### src/rtl/reg_file_sb.sv
// Register file with two combinational read ports, one write port, r0 hardwired to zero,
// optional write-through bypass and a per-register busy scoreboard driving the decode stall.
module reg_file_sb #(
   parameter int unsigned WIDTH  = 32,
   parameter int unsigned ADDR_W = 5,
   parameter bit          BYPASS = 1'b1
) (
   input  logic              clk,
   input  logic              reset,
   input  logic [ADDR_W-1:0] a1,
   input  logic [ADDR_W-1:0] a2,
   input  logic              ren1,
   input  logic              ren2,
   output logic [WIDTH-1:0]  rd1,
   output logic [WIDTH-1:0]  rd2,
   input  logic [ADDR_W-1:0] a3,
   input  logic              we3,
   input  logic [WIDTH-1:0]  wd3,
   input  logic              iss_valid,
   input  logic [ADDR_W-1:0] iss_dst,
   output logic              busy1,
   output logic              busy2,
   output logic              stall
);

   localparam int unsigned DEPTH = 2 ** ADDR_W;

   logic [WIDTH-1:0] r_regs [DEPTH];
   logic [DEPTH-1:0] r_busy;
   logic [DEPTH-1:0] w_busy_nxt;

   logic w_wr_ok;
   logic w_byp1;
   logic w_byp2;
   logic w_waw;
   logic w_iss_fire;

   assign w_wr_ok = we3 && (a3 != '0);
   assign w_byp1  = BYPASS && we3 && (a3 == a1);
   assign w_byp2  = BYPASS && we3 && (a3 == a2);

   // Read ports: r0 reads zero, bypass takes priority over the stored value
   assign rd1 = (a1 == '0) ? '0 : (w_byp1 ? wd3 : r_regs[a1]);
   assign rd2 = (a2 == '0) ? '0 : (w_byp2 ? wd3 : r_regs[a2]);

   assign busy1 = r_busy[a1] && (a1 != '0) && !w_byp1;
   assign busy2 = r_busy[a2] && (a2 != '0) && !w_byp2;

   // A writeback to the issuing destination in the same cycle resolves the WAW hazard
   assign w_waw = iss_valid && r_busy[iss_dst] && (iss_dst != '0)
                  && !(we3 && (a3 == iss_dst));

   assign stall      = (ren1 && busy1) || (ren2 && busy2) || w_waw;
   assign w_iss_fire = iss_valid && !stall && !reset;

   // Clear from writeback first, then set from issue so a same-register set wins
   always_comb begin
      w_busy_nxt = r_busy;
      if (w_wr_ok)
         w_busy_nxt[a3] = 1'b0;
      if (w_iss_fire && (iss_dst != '0))
         w_busy_nxt[iss_dst] = 1'b1;
   end

   always_ff @(posedge clk) begin
      if (reset)
         r_busy <= '0;
      else
         r_busy <= w_busy_nxt;
   end

   always_ff @(posedge clk) begin
      if (reset) begin
         for (int unsigned i = 0; i < DEPTH; i++)
            r_regs[i] <= '0;
      end else if (w_wr_ok) begin
         r_regs[a3] <= wd3;
      end
   end

endmodule

### config.mk
export PLATFORM = sky130hd
export DESIGN_NAME = reg_file_sb
export DESIGN_NICKNAME = d
export VERILOG_FILES = /design/src/rtl/reg_file_sb.sv
export SDC_FILE = /design/constraint.sdc
export NUM_CORES = 2
export LEC_CHECK = 0
export ABC_AREA = 1
export CAP_MARGIN = 20
export CORE_MARGIN = 8
export CORE_UTILIZATION = 30
export DETAILED_ROUTE_END_ITERATION = 16
export PLACE_DENSITY = 0.48
export SLEW_MARGIN = 20
export SYNTH_ARGS = -nofsm -noshare
export SYNTH_HDL_FRONTEND = slang
export SYNTH_SLANG_ARGS = --single-unit
### constraint.sdc
create_clock -name clk -period 3.35 [get_ports clk]
set_clock_uncertainty 0.05 [all_clocks]
set_input_delay 0.67 -clock clk [delete_from_list [all_inputs] [get_ports clk]]
set_output_delay 0.67 -clock clk [all_outputs]
set_load 0.005 [all_outputs]
==> out/summary.txt <==
Avg WL per Cell -> 28.9 um
Post-synth EDFFs -> 1024
Detailed-route wire length -> 284 mm
Clock slew at the register clock pins of the worst setup and hold paths -> 0.07 ns
Dominant cells by area after synthesis -> sky130_fd_sc_hd__edfxtp_1, sky130_fd_sc_hd__nor2_1, sky130_fd_sc_hd__nand3_1
Critical Path Start Type -> input port
Cell Count Post-Placement -> 9552
Max-cap viol count -> 0
Global-route wire length before repair -> 393 mm
Root Buffer -> sky130_fd_sc_hd__clkbuf_16
Io pins -> 125
Port-buffer cells -> 124
Top library cells by usage in the layout, fill and taps aside -> sky130_fd_sc_hd__nor2_1, sky130_fd_sc_hd__edfxtp_1, sky130_fd_sc_hd__nand2_1
Average via count per standard cell -> 5.73
Clock latency reported for the late side of the worst-skew pair -> 0.77 ns
CP Buf/Inv Count -> 5
Max Transition Viols Final -> 0
Dominant delay contributor by cell family on the critical path -> buffers and inverters
Status -> complete, but fails checks
Synthesized instance count -> 6870
Critical path arrival -> 2.64 ns
Effective utilization at floorplan -> 30.1%
Worst setup margin -> -0.0136 ns
Cell seen most often among critical-path stages -> sky130_fd_sc_hd__nand3_1
Area growth from synthesis to layout -> 25.9%
HPWL after detailed placement -> 177 mm
Leakage dissipation -> 0.0288 uW
Detail Route Antenna Nets -> 0
Number of design-rule violations left by the first detailed-router iteration -> 8025
Post-route non-filler standard cell count -> 9838
Cell taking the most area after synthesis -> sky130_fd_sc_hd__edfxtp_1
Total standard cell area after synthesis -> 0.0585 mm2
Hold/Removal Path Class -> flip-flop to flip-flop
Clock tree from TritonCTS -> yes
Final estimated routing congestion in global placement -> 0.910
Die Height -> 458 um
Number of global-route vias before repair -> 52700
Final worst-path cycle share -> 100%
CTS Buf Count -> 116
Number of detailed-route iterations in the first pass -> 9
CTS max path bufs -> 3
Filler instances -> 19200
Unrepaired setup endpoints after global routing -> yes
Area of the placeable core -> 0.194 mm2
Final hold violations -> 0
Warnings, synthesis -> 0
Die Wd -> 458 um
Path type of the worst setup path -> input port to primary output
Die area -> 0.210 mm2
Congestion Overflow GR -> 0
Detailed-route DRC error count -> 0
Number of distinct library cells after synthesis -> 35
Standard-cell row count -> 162
Final worst hold slack -> 0.437 ns
Final Util -> 37.9%
Cells traversed along the worst timing path -> buf_8, buf_16, buf_16, bufbuf_16, nand2_1, o211ai_1, nand3_1, nand3_1, nand3_1, nand3_1, o31ai_1, buf_2
Vias -> 56400
Power per standard cell area -> 464 mW/mm2
Antenna violations before repair -> 9
Worst supply voltage drop on vdd -> 0.473 mV
CP endpoint kind -> primary output
Most common library cell in the layout ignoring fill and taps -> sky130_fd_sc_hd__nor2_1
Largest net degree at the start of global routing -> 61
Post-synth ARST share -> 0%
Critical Path RT -> 2.63 ns
Cts-stage hold buffer count -> 0
Number of endpoints failing setup at the final stage -> 2
Fraction of layout cells with a size suffix above 1 -> 16.3%
Minimum setup slack among reg-to-reg paths -> 1.31 ns
Area fraction of the dominant cell type after synthesis -> 52.5%
Upper clock frequency limit -> 297 MHz
Failing checks -> setup timing
Max Fanout on Critical Path -> 23
Main synth FF type -> sky130_fd_sc_hd__edfxtp_1
Cell area after layout -> 0.0737 mm2
Post-synthesis average cell area -> 8.52 um2
Final Net Count -> 7255
Slowest Stage Delay on Critical Path -> 0.31 ns
Period minus WS final -> 3.36 ns
Synth Register Bits -> 1056
Share of synthesized area occupied by flip-flops and latches -> 53.6%
Critical Path Slowest Stage Cell -> sky130_fd_sc_hd__bufbuf_16
Clock sink count -> 1056
Slew at the pin closest to its max-slew limit -> 0.944 ns
CTS HTree Levels -> 3
GRT Overall Usage -> 25.6%
Area after detailed placement -> 0.0676 mm2
Worst slew margin relative to its limit -> 36.9%
[registers in the layout, indices dropped and copies added (netlist names)]
register and count:
r_busy 32, r_regs 1024
[metal layers]
metal	track usage, %	share of wire, %
met5	0	0.010
met4	15.1	7.0
met3	4.92	11
met2	38.5	43
met1	34.2	40
[logic make-up after synthesis]
kind of cell,count (synthesis),synth area share [%]
buffers and inverters,1232,8.74
AO/OA/AOI/OAI,1729,17.2
XOR/XNOR,2,0.0299
other,1,0.00641
AND/OR/NAND/NOR,2850,20.4
flip-flops,1056,53.6
[metrics by stage]
step	worst slack [ns]	power, uW	setup TNS, ns
after CTS	-0.257	34100	-0.696
after floorplan	0.355	18200	0
after detailed placement	-0.717	21100	-144.18
after global placement	-0.752	21000	-113.34
final	-0.0136	34200	-0.0152
after global routing	-0.0759	35100	-0.192
[final timing paths]
kind | startpoint | end | cells after the start
max | a2[0] | rd2[13] | 12
min | r_busy[30]$_SDFF_PP0_ | r_busy[30]$_SDFF_PP0_ | 2
max reg2reg | r_busy[12]$_SDFF_PP0_ | r_busy[18]$_SDFF_PP0_ | 12
min reg2reg | r_busy[30]$_SDFF_PP0_ | r_busy[30]$_SDFF_PP0_ | 2
[Yosys cell counts (all sizes together), types with 13 or more instances]
library cell,n
o21ai,710
edfxtp,1024
a21oi,495
o211ai,400
nand2,739
o221ai,29
nor2,1242
buf,363
o22ai,13
o31ai,28
nand4,45
o2111ai,50
nor3,17
clkbuf,307
nand3,803
inv,560
dfxtp,32
[worst min-delay path, cell delays in order (launching register included)]
cell and delay [ns]:
sky130_fd_sc_hd__dfxtp_1 0.31, sky130_fd_sc_hd__nand3_1 0.08, sky130_fd_sc_hd__nand2_1 0.05
[what timing repair did]
item                       CTS  global route
setup endpoints to repair   67            64
gates resized for setup    298           188
gates cloned                18            11
buffers inserted            22            22
pin swaps                   37            65
[report_power, final]
group / switching, uW / total (uW) / internal [uW]
clock network: 5820 / 12900 / 7100
logic: 3800 / 5800 / 2000
registers: 301 / 15500 / 15200
[final cells by class]
class | instances | area (um2) | share of cell area, %
antenna | 2 | 5.00 | 0.00679
clock buffer | 149 | 3110 | 4.22
clock inverter | 66 | 578 | 0.784
inverter | 562 | 2170 | 2.94
multi-input combinational | 4613 | 23200 | 31.5
sequential | 1056 | 31400 | 42.6
tap | 2542 | 3180 | 4.32
timing repair buffer | 848 | 10000 | 13.6
Note: power is estimated with default switching activity, not from simulation.
